### config.mk
export PLATFORM = sky130hd
export DESIGN_NAME = bus_arbiter4
export DESIGN_NICKNAME = d
export VERILOG_FILES = /design/src/rtl/bus_arbiter4_pkg.sv /design/src/rtl/bus_arbiter4_picker.sv /design/src/rtl/bus_arbiter4.sv
export SDC_FILE = /design/constraint.sdc
export NUM_CORES = 1
export LEC_CHECK = 0
export CAP_MARGIN = 5
export CORE_MARGIN = 4
export CORE_UTILIZATION = 30
export CTS_CLUSTER_DIAMETER = 100
export DETAILED_ROUTE_END_ITERATION = 8
export GPL_TIMING_DRIVEN = 0
export SYNTH_ARGS = -nofsm -noshare
export SYNTH_HDL_FRONTEND = slang
export SYNTH_HIERARCHICAL = 1
export SYNTH_SLANG_ARGS = --single-unit
### constraint.sdc
create_clock -name clk -period 2.75 [get_ports clk]
set_input_delay 0.55 -clock clk [delete_from_list [all_inputs] [get_ports clk]]
set_output_delay 0.55 -clock clk [all_outputs]
set_load 0.01 [all_outputs]
### src/rtl/bus_arbiter4_pkg.sv
// bus_arbiter4_pkg
// Shared types and helpers for the four-way round-robin bus arbiter.
//   state_t        : arbiter state (IDLE / GRANT)
//   NUM_REQ        : number of requesters sharing the datapath
//   onehot_to_idx  : converts a 4-bit one-hot grant into a 2-bit index
package bus_arbiter4_pkg;

    typedef enum logic [0:0] {
        IDLE  = 1'b0,
        GRANT = 1'b1
    } state_t;

    localparam int NUM_REQ = 4;

    // Non-one-hot inputs map to index 0; the grant register is only ever
    // loaded with a single set bit or all zeros.
    function automatic logic [1:0] onehot_to_idx(input logic [3:0] oh);
        logic [1:0] idx;
        idx = 2'd0;
        case (oh)
            4'b0001: idx = 2'd0;
            4'b0010: idx = 2'd1;
            4'b0100: idx = 2'd2;
            4'b1000: idx = 2'd3;
            default: idx = 2'd0;
        endcase
        return idx;
    endfunction

endpackage

### src/rtl/bus_arbiter4_picker.sv
// rr_priority_picker
// Combinational round-robin pick: searches req starting at ptr and wrapping
// modulo 4; the first requester found wins.
//   req     in  4  request vector
//   ptr     in  2  highest-priority index for this pick
//   win_idx out 2  index of the winning requester (0 when none)
//   any_req out 1  at least one request is present
module rr_priority_picker
    import bus_arbiter4_pkg::*;
(
    input  logic [3:0] req,
    input  logic [1:0] ptr,
    output logic [1:0] win_idx,
    output logic       any_req
);

    logic [1:0] idx_s;

    // Scan from the lowest priority offset to the highest so the nearest
    // requester to ptr is the last to overwrite the result.
    always_comb begin
        win_idx = 2'd0;
        any_req = 1'b0;
        idx_s   = 2'd0;
        for (int k = NUM_REQ - 1; k >= 0; k--) begin
            idx_s = ptr + k[1:0];
            if (req[idx_s]) begin
                win_idx = idx_s;
                any_req = 1'b1;
            end else begin
                win_idx = win_idx;
                any_req = any_req;
            end
        end
    end

endmodule

### src/rtl/bus_arbiter4.sv
// bus_arbiter4
// Round-robin arbiter/sequencer for a shared N-bit datapath with four
// requesters. Holds a grant for a whole burst, releases on the final beat,
// on a dropped request, or after MAX_BEATS beats (with a timeout pulse).
//   clk       in  1  rising-edge clock
//   rst       in  1  asynchronous active-low reset
//   req       in  4  per-requester valid
//   last      in  4  per-requester final-beat flag
//   ready     in  1  downstream accepts a beat
//   grant     out 4  registered one-hot grant
//   sel       out 2  registered mux select (granted index)
//   out_valid out 1  granted requester's req while in GRANT
//   xfer      out 1  out_valid & ready
//   timeout   out 1  registered one-cycle pulse on forced release
module bus_arbiter4
    import bus_arbiter4_pkg::*;
#(
    parameter int N         = 32,
    parameter int MAX_BEATS = 16
) (
    input  logic       clk,
    input  logic       rst,
    input  logic [3:0] req,
    input  logic [3:0] last,
    input  logic       ready,
    output logic [3:0] grant,
    output logic [1:0] sel,
    output logic       out_valid,
    output logic       xfer,
    output logic       timeout
);

    localparam int             CW        = $clog2(MAX_BEATS + 1);
    localparam logic [CW-1:0]  BEAT_LAST = CW'(MAX_BEATS - 1);

    // Reject parameter values outside the supported range at elaboration.
    if (N < 1 || MAX_BEATS < 1 || MAX_BEATS > 255) begin : g_param_check
        $error("bus_arbiter4: illegal N or MAX_BEATS");
    end

    state_t        state_r;
    logic [3:0]    grant_r;
    logic [1:0]    sel_r;
    logic [1:0]    ptr_r;
    logic [CW-1:0] beat_cnt_r;
    logic          timeout_r;

    logic [1:0]    g_s;
    logic          in_grant_s;
    logic          out_valid_s;
    logic          xfer_s;
    logic          release_s;
    logic          forced_s;
    logic [1:0]    pick_ptr_s;
    logic [1:0]    win_s;
    logic          any_s;

    assign g_s         = onehot_to_idx(grant_r);
    assign in_grant_s  = (state_r == GRANT);
    assign out_valid_s = in_grant_s & req[g_s];
    assign xfer_s      = out_valid_s & ready;

    // While granted, the picker already looks from g+1 so a release can hand
    // the grant straight to the next requester in the same cycle.
    assign pick_ptr_s  = in_grant_s ? (g_s + 2'd1) : ptr_r;

    rr_priority_picker u_picker (
        .req     (req),
        .ptr     (pick_ptr_s),
        .win_idx (win_s),
        .any_req (any_s)
    );

    // Release decision for the active grant: abort, final beat, or beat limit.
    always_comb begin
        release_s = 1'b0;
        forced_s  = 1'b0;
        if (in_grant_s) begin
            if (!req[g_s]) begin
                release_s = 1'b1;
            end else if (xfer_s) begin
                if (last[g_s]) begin
                    release_s = 1'b1;
                end else if (beat_cnt_r == BEAT_LAST) begin
                    release_s = 1'b1;
                    forced_s  = 1'b1;
                end else begin
                    release_s = 1'b0;
                end
            end else begin
                release_s = 1'b0;
            end
        end else begin
            release_s = 1'b0;
        end
    end

    // Arbiter state, grant/select, priority pointer, beat counter and timeout.
    always_ff @(posedge clk or negedge rst) begin
        if (!rst) begin
            state_r    <= IDLE;
            grant_r    <= 4'b0000;
            sel_r      <= 2'd0;
            ptr_r      <= 2'd0;
            beat_cnt_r <= '0;
            timeout_r  <= 1'b0;
        end else begin
            timeout_r <= forced_s;
            case (state_r)
                IDLE: begin
                    beat_cnt_r <= '0;
                    if (any_s) begin
                        state_r <= GRANT;
                        grant_r <= 4'b0001 << win_s;
                        sel_r   <= win_s;
                    end else begin
                        grant_r <= 4'b0000;
                        sel_r   <= 2'd0;
                    end
                end
                GRANT: begin
                    if (release_s) begin
                        ptr_r      <= g_s + 2'd1;
                        beat_cnt_r <= '0;
                        if (any_s) begin
                            grant_r <= 4'b0001 << win_s;
                            sel_r   <= win_s;
                        end else begin
                            state_r <= IDLE;
                            grant_r <= 4'b0000;
                            sel_r   <= 2'd0;
                        end
                    end else if (xfer_s) begin
                        beat_cnt_r <= beat_cnt_r + CW'(1);
                    end else begin
                        beat_cnt_r <= beat_cnt_r;
                    end
                end
                default: begin
                    state_r    <= IDLE;
                    grant_r    <= 4'b0000;
                    sel_r      <= 2'd0;
                    beat_cnt_r <= '0;
                end
            endcase
        end
    end

    assign grant     = grant_r;
    assign sel       = sel_r;
    assign out_valid = out_valid_s;
    assign xfer      = xfer_s;
    assign timeout   = timeout_r;

endmodule

# After elaboration in Yosys (flattened, before gate mapping)
# Index checks and enable logic that the tools add are counted.
dict set report totals {
  inputBits 11
  out_inout_bits 9
  reg_bits 15
}
dict set report op_classes {
  magnitude_cmp 5
  bitwise_logic 3
  n_eq_ne 6
  shift 1
  muxes 43
  n_reduce_logical 1
  addsub 5
}
# cell n
set op_table {}
lappend op_table {{$mux 1} 21}
lappend op_table {{$lt 2x3->1 const B} 5}
lappend op_table {{$mux 2} 7}
lappend op_table {{$bmux 1 s2} 6}
lappend op_table {{$mux 5} 2}
lappend op_table {{$pmux 5 s2} 1}
lappend op_table {{$mux 4} 2}
lappend op_table {{$pmux 4 s2} 1}
lappend op_table {{$pmux 2 s3} 1}
lappend op_table {{$add 5x1->5 const B} 1}
lappend op_table {{$eq 5x4->1 const B} 1}
lappend op_table {{$add 2x1->2 const B} 2}
lappend op_table {{$add 2x2->2 const B} 2}
lappend op_table {{$eq 4x2->1 const B} 1}
lappend op_table {{$eq 4x3->1 const B} 1}
lappend op_table {{$eq 4x4->1 const B} 1}
lappend op_table {{$pmux 2 s2} 1}
lappend op_table {{$shl 1x2->4 const A} 1}
lappend op_table {{$ne 3x2->1 const B} 1}
lappend op_table {{$and 1x1->1} 2}
lappend op_table {{$ne 2x1->1 const B} 1}
lappend op_table {{$pmux 1 s2} 1}
lappend op_table {{$reduce_and 2->1} 1}
lappend op_table {{$not 1->1} 1}

# Longest topological paths before layout
# Gate-level depths: netlist of run 1.
dict set report logic_depth {
  depth_word 15
  ltp_mapped 10
}

# Hierarchy
# The synthesis of run 1 kept the hierarchy.
# mod area_each_um2 cells_each n_inst
set by_module_without_submodules {}
lappend by_module_without_submodules {bus_arbiter4 967.2 90 1}
lappend by_module_without_submodules {rr_priority_picker 77.6 13 1}

# Worst setup path after synthesis of run 1
# Ideal clock, no wire load.
dict set report synth_path {
  kind {flip-flop to output port}
  startpoint {register grant_r[2] (netlist: grant[2])}
  endpoint {output port out_valid}
  stages_incl_launch_ff 6
  t_arrival_ns 1.518
  setup_slack_ns 0.682
  path_cell_list {dfrtp_1 buf_6 nor4b_4 a211oi_2 o31ai_4 inv_1}
}
dict set report synth_via {
  elab_chain_cells 5
}
# element line_no
set synth_rtl {}
lappend synth_rtl {{start, declared} bus_arbiter4.sv:42} ;# logic [3:0] grant_r;
lappend synth_rtl {{start signal, assigned} bus_arbiter4.sv:114} ;# grant_r <= 4'b0001 << win_s;
lappend synth_rtl {{start signal, assigned} bus_arbiter4.sv:126} ;# grant_r <= 4'b0001 << win_s;
lappend synth_rtl {{$eq 4x4->1 (tied with other cells)} bus_arbiter4_pkg.sv:20} ;# case (oh)
lappend synth_rtl {{$pmux 2 s3 (*)} bus_arbiter4_pkg.sv:20}
lappend synth_rtl {{$bmux 1 s2 (*)} bus_arbiter4.sv:60} ;# assign out_valid_s = in_grant_s & req[g_s];
lappend synth_rtl {{$mux 1 (implied by the code) (*)} bus_arbiter4.sv:60}
lappend synth_rtl {{$and 1x1->1 (*)} bus_arbiter4.sv:60}
lappend synth_rtl {{end, declared} bus_arbiter4.sv:28} ;# output logic out_valid,
# Every way passes the cells marked *; elsewhere a longest branch is shown, timed or not. The select of a mux whose other input is x is not followed.

# Worst setup path in the final report of run 1
dict set report layout_path {
  startpoint {input port req[0]}
  endpoint {output port xfer}
}
dict set report layout_via {
  elab_chain_cells 4
}
# element line_no
set layout_rtl {}
lappend layout_rtl {{start, declared} bus_arbiter4.sv:23} ;# input logic [3:0] req,
lappend layout_rtl {{$bmux 1 s2} bus_arbiter4.sv:60}
lappend layout_rtl {{$mux 1 (implied by the code)} bus_arbiter4.sv:60}
lappend layout_rtl {{$and 1x1->1} bus_arbiter4.sv:60}
lappend layout_rtl {{$and 1x1->1} bus_arbiter4.sv:61} ;# assign xfer_s = out_valid_s & ready;
lappend layout_rtl {{end, declared} bus_arbiter4.sv:29} ;# output logic xfer,
# No other way between the ends. The select of a mux whose other input is x is not followed.

==> results of run 1 <==
## layer usage
metal	share of wire [%]	GRT usage, %	up-vias
li1	-	-	425
met3	4.5	4.38	0
met2	47	17.9	17
met5	0	0	-
met1	48	14.5	400
met4	0	2.03	0
## sequential cells by signal, summed over array words and instances (netlist names)
signal / count
beat_cnt_r: 5
grant: 4
ptr_r: 2
sel: 2
in_grant_s: 1
timeout: 1
## cell type report
cell class | count | area [um2]
fill | 336 | 1990
clock buffer | 3 | 22.5
clock inverter | 1 | 5.00
tap | 46 | 57.6
sequential | 15 | 375
multi-input combinational | 78 | 627
timing repair buffer | 21 | 203
inverter | 7 | 26.3
buffer | 3 | 27.5
## critical path, stage by stage
cell             delay (ps)
clkdlybuf4s50_1         540
inv_1                    70
a211oi_2                250
o31ai_4                 130
nor2_1                  100
clkdlybuf4s50_1         540
## power breakdown
part	switching, W	internal [W]
Combinational	0.000373	0.000438
Clock	0.0000691	0.0000539
Sequential	0.0000553	0.000279
## final timing paths
kind	startpoint	to	slack, ps
max in group asynchronous	rst	beat_cnt_r[3]	1660
hold reg to reg	ptr_r[1]	ptr_r[1]	490
min in group asynchronous	rst	grant[2]	670
hold / removal	ptr_r[1]	ptr_r[1]	490
setup reg to reg	grant[2]	grant[1]	590
setup / recovery	req[0]	xfer	30
## cell usage after synthesis (2+ instances only)
master	number	area [um2]
xnor2_1	3	26.3
and3_1	2	12.5
inv_1	7	26.3
ha_1	2	25.0
buf_6	2	22.5
nor3b_1	4	30.0
nand2_1	8	30.0
or3_1	2	12.5
nor3_1	4	20.0
dfrtp_1	15	375
mux2i_1	3	30.0
nand2b_1	2	12.5
nor2_1	8	30.0
a21oi_1	5	25.0
nand3b_1	3	22.5
and2_1	3	18.8
a211oi_2	3	37.5
mux2_4	5	75.1
## per-stage QoR
step / util (%) / power [W]
after global routing: 40.3 / 0.00138
final: 40.3 / 0.00127
after detailed placement: 38.4 / 0.00111
after global placement: 38.4 / 0.00109
after floorplan: - / 0.000888
after CTS: 39.8 / 0.00127
## what timing repair did
item,in CTS,in global routing
hold buffers,0,0
gates resized for setup,1,1
setup buffers,2,1
endpoints found under the setup margin,2,2
pin swaps,1,1
## cell families (layout without fill, tap and decap cells)
kind of cell / Yosys count / in the layout / synth area share [%]
and+or+nand+nor: 44 / 44 / 25.0
AOI/OAI and AO/OA: 18 / 18 / 15.9
muxes: 10 / 10 / 12.2
DFF: 15 / 15 / 35.9
buffers and inverters: 10 / 35 / 5.15
xor gates and xnor gates: 4 / 4 / 3.35
adders and majority gates: 2 / 2 / 2.39
## cell usage in the layout, fill, tap and decap left out, drive strengths merged, types with 2 or more instances in the layout
master / instances
clkdlybuf4s50: 18
dfrtp: 15
nor2: 8
nand2: 8
inv: 7
mux2: 7
a21oi: 6
buf: 6
nor3: 4
nor3b: 4
a211oi: 4
and2: 4
nand3b: 3
xnor2: 3
mux2i: 3
clkbuf: 3
o31ai: 3
and3: 2
or3: 2
ha: 2
nand2b: 2
nor2b: 2
==> metrics.txt, run 1 <==
H-Tree Level Count=1; setup tns final=0 ps; Non-Filler Cell Area, Final=1340 um2; Cell Rows=21; Residual DRC=0; CP Max Fanout=4; status=finished clean; die area=4490 um2; Startpoint Class=input port; Total GRT Usage=11.3%; crit path kind=in -> out; Final Hold Viols=0; hold slack=494 ps; setup violators final=0; Max Slew Vio Count=0; first-pass GRT wire length=roughly 3.9 mm; Clock Path Buffers=2; Crit path arrival time=approximately 2200 ps; layout cells sized above 1=a little over a fifth; relative slew slack=between 50 and 60%; WL/cell=12.4 um; Antenna diodes=0; Non-Filler Instances=approximately 170; final setup margin=25.1 ps; post-synthesis instance area=1040 um2; syn_area_per_cell=10.1 um2; Synth Flop Type=dfrtp_1; Least-Margin Pin Slew=656 ps; Routed WL=2.16 mm; Setup Skew=4.34 ps; GPL Wtd Cong=0.796; TritonCTS clock tree=yes; YS warnings=6; area delta synth->final=28.6%; Die Y=67.0 um; Post-DP Area=approximately 1300 um2; Worst VDD drop=between 0.5 and 0.6 mV; register bit total from synthesis=15; GR Overflow Total=0; Core Region=about 3300 um2; nature of the critical path endpoint=output pin; IO Port Bufs=18; dpl hpwl=1.67 mm; Post-synth EDFFs=0; register area share after synthesis=35.9%; largest net degree at the start of global routing=16; root buffer cell=clkbuf_4; Synth async-reset ratio=between 90% and 100%; vias in the first global route=853; clk sinks=15; Post-Syn Nets=116; Final #Nets=142; Max Clk Rate=between 300 and 400 MHz; Die X=67.0 um; worst r2r path cells=10; Yosys cell types=40; later-pin clock latency in the skew report=around 280 ps; DR iter-0 viols=17; I/O pins=20; clk slew on worst S/H paths=90 ps; crit path time final=2720 ps; Inst Count DP=around 170; Hold Path Stages=1; worst hold path type=reg -> reg; fin crit share=slightly below 100%; vias per cell=4.84; RSZ-0062 raised after global routing=true; pwr dens=944 nW/um2; effective utilization at floorplan=31.3%; post-route ant nets=0; Leakage=0.551 nW; CTS buffer count=3; DP Worst Slack=-99.7 ps; worst endpoint required time=approximately 2200 ps; DR pass1 iterations=4; via count=842; Synth Instances=103; max-cap violations=0; initial antenna violation count=0
No activity file was read; power rests on OpenSTA's default activity.
==> run 2, diff against run 1 <==
--- a/config.mk
+++ b/config.mk
@@ -6,7 +6,7 @@
 export NUM_CORES = 1
 export LEC_CHECK = 0
 export CAP_MARGIN = 5
-export CORE_MARGIN = 4
+export CORE_MARGIN = 3
 export CORE_UTILIZATION = 30
 export CTS_CLUSTER_DIAMETER = 100
 export DETAILED_ROUTE_END_ITERATION = 8
==> run 2 against run 1 <==
Effect of this change: combinational power rose by 0.5%; first-iteration DRC count rose to 3.4 times the previous value; non-clock buffer count is 2 higher; register-to-register slack got worse by 100 ps; via count down 0.36%; design area increased by 0.56%; sequential share of layout area fell by 0.16 points; hold slack improved by 4.7 ps; clock-buffer cell count unchanged; critical path type unchanged; largest cell class unchanged.
==> metrics.txt, run 2 (synthesis results as in run 1) <==
status=finished clean; GR Overflow Total=0 (unchanged); Residual DRC=0 (unchanged); RSZ-0062 raised after global routing=false; setup violators final=0 (unchanged); area delta synth->final=29.3%; Max Clk Rate=377 MHz (+2.8%); initial antenna violation count=0 (unchanged); TritonCTS clock tree=yes; CTS buffer count=3 (unchanged); Top reg by flops=beat_cnt_r; Final #Nets=144 (+1.4%); grt met1 use=15.5% (+0.96 points); Die Y=65.0 um (-3.0%); crit path kind=in -> out; worst endpoint required time=2200 ps (about the same); Setup Skew=4.01 ps (-0.328 ps); Critical Path Slowest Stage Cell=clkdlybuf4s50_1; DR iter-0 viols=58 (+41); Critical Path Source=req[3]; WL/cell=12.8 um (+3.2%); Die X=65.0 um (-3.0%); Final Hold Viols=0 (unchanged); clk slew on worst S/H paths=90 ps (about the same); CP Cell Sequence=clkdlybuf4s50_1 -> nand3b_1 -> a21boi_2 -> o31ai_4 -> inv_1 -> clkdlybuf4s50_1; highest-count cells in the layout ignoring fill and taps=17 x clkdlybuf4s50_1, 15 x dfrtp_1, 8 x nand2_1, 7 x inv_1, 7 x nor2_1; largest net degree at the start of global routing=16 (unchanged); CP bufs+invs=3 (unchanged); crit-path leading delay family=buffers and inverters; Clock Path Buffers=2 (unchanged); first-pass GRT wire length=4.07 mm (+4.8%); Cell Rows=20 (-4.8%); Worst VDD drop=0.421 mV (-17%); relative slew slack=53.8% (-2.3 points); crit path time final=2650 ps (-74.3 ps); CTS Hold Bufs=0 (unchanged); effective utilization at floorplan=32.9% (+1.6 points); max FFs per register=5 (unchanged); die area=4230 um2 (-5.9%); DR pass1 iterations=4 (unchanged); vias in the first global route=854 (+0.12%); pwr dens=948 nW/um2 (+0.42%); grt peak-use layer=met2; nature of the critical path endpoint=output pin; clk sinks=15 (unchanged); Worst R2R Start=grant[0]; H-Tree Level Count=1 (unchanged); root buffer cell=clkbuf_4; via count=839 (-0.36%); Antenna diodes=0 (unchanged); Crit path arrival time=2100 ps (-70 ps); worst hold path type=reg -> reg; Non-Filler Instances=174 (unchanged); Leakage=0.567 nW (+2.7%); DP Worst Slack=-83.7 ps (+16.1 ps); CP Max Fanout=5 (+1); Max Slew Vio Count=0 (unchanged); IO Port Bufs=18 (unchanged); Total GRT Usage=12.1% (+0.84 points); routing usage on met2=20.4% (+2.5 points); vias per cell=4.82 (-0.36%); dpl hpwl=1.72 mm (+2.9%); GRT met3 Usage=3.99% (-0.40 points); Least-Margin Pin Slew=691 ps (+34.4 ps); slowest stage delay, CP=540 ps (about the same); Inst Count DP=165 (-1.2%); Routed WL=2.22 mm (+3.2%); commonest non-fill, non-tap cell in the layout=clkdlybuf4s50_1; post-route ant nets=0 (unchanged); Startpoint Class=input port; Core Region=3180 um2 (-4.8%); I/O pins=20 (unchanged); later-pin clock latency in the skew report=290 ps (about the same); fin crit share=96.4% (-2.7 points); max-cap violations=0 (unchanged); layout cells sized above 1=22.3% (+1.2 points); final setup margin=99.4 ps (+74.3 ps); crit-path most repeated cell=clkdlybuf4s50_1; GPL Wtd Cong=0.760 (-4.5%); Hold Crit Start=ptr_r[1]
[run 2: cell count changes in the layout (fill, tap and decap cells not counted), sizes merged]
cell           delta
buf               +2
clkdlybuf4s50     -1
dlygate4sd2       +1
[run 2: layout make-up]
class	count	area [um2]
plain buffers	3	27.5
clock buffers	3	22.5
clock inverters	1	5.00
fillers	321	1830
inverters	7	26.3
multi-input cells	78	623
flip-flops and latches	15	375
well taps	44	55.1
repair buffers	23	216
[run 2: power breakdown]
group | internal (W) | switching [W]
logic | 0.000445 | 0.000370
clock network | 0.0000541 | 0.0000747
registers | 0.000279 | 0.0000579
total | 0.000778 | 0.000503
[run 2: worst register-to-register path, cell delays in order (launching register included)]
cell     delay [ps]
dfrtp_1         490
nor4b_4         420
and2_4          220
o31ai_4          70
buf_4           160
buf_4           150
a21oi_4         290
mux2_4          340
[run 2: per-stage QoR]
stage	hold WS, ps	instance area, um2	total power, W	util (%)	TNS, ps
6_report	498	1350	0.00128	42.5	0
5_1_grt	550	1350	0.00139	42.5	0
4_1_cts	502	1330	0.00128	41.9	0
2_1_floorplan	254	1040	0.000888	-	0
3_3_place_gp	469	1280	0.00109	40.3	-93.8
3_5_place_dp	480	1280	0.00111	40.3	-125
[run 2: per-layer routing]
layer	up-vias	wire length [um]
met5	-	0
met4	0	7
met3	2	95
met2	12	1120
met1	405	1000
li1	420	-
[run 2: final timing paths]
path,slack [ps],end,depth (start not counted)
worst max-delay path,100,out_valid,6
max in group asynchronous,1640,beat_cnt_r[1],1
min in group asynchronous,670,grant[3],1
worst min register to register,500,ptr_r[1],1
worst max register to register,490,grant[0],7
worst min-delay path,500,ptr_r[1],1
[run 2: timing repair]
| item | 4_1_cts | 5_1_grt |
|---|---|---|
| buffers inserted | 3 | 2 |
| pin swaps | 2 | 3 |
| cloned | 0 | 0 |
| endpoints found under the setup margin | 2 | 1 |
| gates resized for setup | 2 | 2 |
==> run 3, diff against run 2 <==
--- a/config.mk
+++ b/config.mk
@@ -6,7 +6,6 @@
 export NUM_CORES = 1
 export LEC_CHECK = 0
 export CAP_MARGIN = 5
-export CORE_MARGIN = 3
 export CORE_UTILIZATION = 30
 export CTS_CLUSTER_DIAMETER = 100
 export DETAILED_ROUTE_END_ITERATION = 8
==> run 3 against run 2 <==
Effect of this change: sequential power grew 1%; design area shrank 1.2%; combinational power shrank 2%; clock-buffer cell count grew 1; first-iteration DRC count shrank 47%; critical path type unchanged; hold slack gained 0.81 ps; maximum frequency shrank 2.1%.
==> metrics.txt, run 3 (synthesis results as in run 1) <==
layout filler cell count=352 (+9.7%); nature of the critical path endpoint=output pin; Final #Nets=141 (-2.1%); initial antenna violation count=0 (unchanged); Max Clk Rate=369 MHz (-2.1%); Leakage=0.562 nW (-0.75%); slowest stage delay, CP=540 ps (about the same); Die Y=61.0 um (-6.2%); Cell Rows=21 (+5.0%); I/O pins=20 (unchanged); WL/cell=13.0 um (+1.9%); via count=814 (-3.0%); DR pass1 iterations=4 (unchanged); crit-path leading delay family=buffers and inverters; later-pin clock latency in the skew report=280 ps (about the same); Clock Path Buffers=2 (unchanged); layout cells sized above 1=19.7% (-2.6 points); Inst Count DP=167 (+1.2%); setup violators final=0 (unchanged); DR iter-0 viols=31 (-47%); Core Region=3340 um2 (+5.0%); post-route ant nets=0 (unchanged); effective utilization at floorplan=31.3% (-1.6 points); highest-count cells in the layout ignoring fill and taps=16 x clkdlybuf4s50_1, 15 x dfrtp_1, 8 x nand2_1, 7 x inv_1, 7 x nor2_1; dpl hpwl=1.70 mm (-1.3%); root buffer cell=clkbuf_4; max FFs per register=5 (unchanged); Setup Skew=4.68 ps (+0.667 ps); clk sinks=15 (unchanged); Antenna diodes=0 (unchanged); worst hold path type=reg -> reg; status=finished clean; Total GRT Usage=13.6% (+1.5 points); largest net degree at the start of global routing=16 (unchanged); relative slew slack=55.1% (+1.3 points); Post-DP Area=1280 um2 (+0.20%); Worst VDD drop=0.426 mV (+1.4%); IO Port Bufs=18 (unchanged); area delta synth->final=27.8%; Non-Filler Instances=173 (-0.57%); Non-Filler Cell Area, Final=1340 um2 (-1.2%); fin crit share=98.5% (+2.1 points); H-Tree Level Count=1 (unchanged); crit path kind=in -> out; Least-Margin Pin Slew=671 ps (-19.2 ps); GR Overflow Total=0 (unchanged); CP Cell Sequence=clkdlybuf4s50_1 -> inv_1 -> a211oi_2 -> o31ai_4 -> nor2_1 -> clkdlybuf4s50_1; die area=3720 um2 (-12%); hold slack=499 ps (+0.806 ps); Final Hold Viols=0 (unchanged); Max Slew Vio Count=0 (unchanged); Die X=61.0 um (-6.2%); Crit path arrival time=2160 ps (+60 ps); Top reg by flops=beat_cnt_r; Critical Path Slowest Stage Cell=clkdlybuf4s50_1; CP Max Fanout=3 (-2); CP bufs+invs=3 (unchanged); pwr dens=946 nW/um2 (-0.15%); Routed WL=2.25 mm (+1.3%); Residual DRC=0 (unchanged); setup tns final=0 ps (unchanged); max-cap violations=0 (unchanged); worst endpoint required time=2200 ps (about the same); commonest non-fill, non-tap cell in the layout=clkdlybuf4s50_1; TritonCTS clock tree=yes; CTS Hold Bufs=0 (unchanged); crit path time final=2710 ps (+57.1 ps); Startpoint Class=input port; vias in the first global route=810 (-5.2%); vias per cell=4.71 (-2.4%); first-pass GRT wire length=3.69 mm (-9.3%); Layout Utilization=40.0% (-2.5 points); CTS buffer count=3 (unchanged); GPL Wtd Cong=0.747 (-1.7%); RSZ-0062 raised after global routing=true; crit-path most repeated cell=clkdlybuf4s50_1; clk slew on worst S/H paths=90 ps (about the same)
run 3: cell types whose count changed in the layout (fill, tap and decap cells not counted), sizes merged:
cell	previous run	this run
buf	8	5
dlymetal6s2s	0	2
clkbuf	3	4
clkdlybuf4s50	17	16
clkinv	1	0
dlygate4sd2	1	0
run 3: worst register-to-register path: cells and delay by family, from the launching register on:
kind            cells  cell delay [ps]
xor+xnor            1              230
simple gates        4              530
flops               1              490
mux                 2              600
compound gates      2              270
run 3: final timing paths:
check | slack (ps) | start | end | cells after the start
max in group asynchronous | 1650 | rst | grant[0] | 1
min | 500 | ptr_r[1] | ptr_r[1] | 1
max | 40 | req[0] | xfer | 6
max reg2reg | 520 | grant[1] | grant[1] | 9
min reg2reg | 500 | ptr_r[1] | ptr_r[1] | 1
min in group asynchronous | 670 | rst | beat_cnt_r[0] | 1
run 3: layout make-up:
cell class | count | area, um2 | share of cell area [%]
timing repair buffer | 20 | 200 | 15.0
tap | 46 | 57.6 | 4.31
sequential | 15 | 375 | 28.1
clock buffer | 4 | 26.3 | 1.97
inverter | 7 | 26.3 | 1.97
multi-input combinational | 78 | 622 | 46.6
buffer | 3 | 27.5 | 2.06
run 3: power breakdown:
group / internal (W) / leakage, nW / switching, W / total (W)
Sequential: 0.000279 / 0.191 / 0.0000632 / 0.000342
Clock: 0.0000563 / 0.0150 / 0.0000684 / 0.000125
Combinational: 0.000426 / 0.356 / 0.000371 / 0.000797
run 3: per-layer routing:
metal | global-route usage, % | wire (um)
met1 | 17.2 | 1130
met2 | 23.4 | 1050
met3 | 4.41 | 68
met4 | 1.95 | 0
met5 | 0 | 0
run 3: metrics by stage:
| step | total power, W | setup slack [ps] |
|---|---|---|
| 4_1_cts | 0.00126 | 14.7 |
| 2_1_floorplan | 0.000888 | 682 |
| 6_report | 0.00126 | 42.3 |
| 5_1_grt | 0.00136 | -30.1 |
| 3_5_place_dp | 0.00111 | -103 |
| 3_3_place_gp | 0.00109 | -68.6 |
run 3: repair_timing:
item / CTS / global route
endpoints found under the hold margin: 0 / 0
setup buffers: 1 / 1
setup endpoints to repair: 2 / 2
pin swaps: 1 / 2
gates resized for setup: 1 / 3
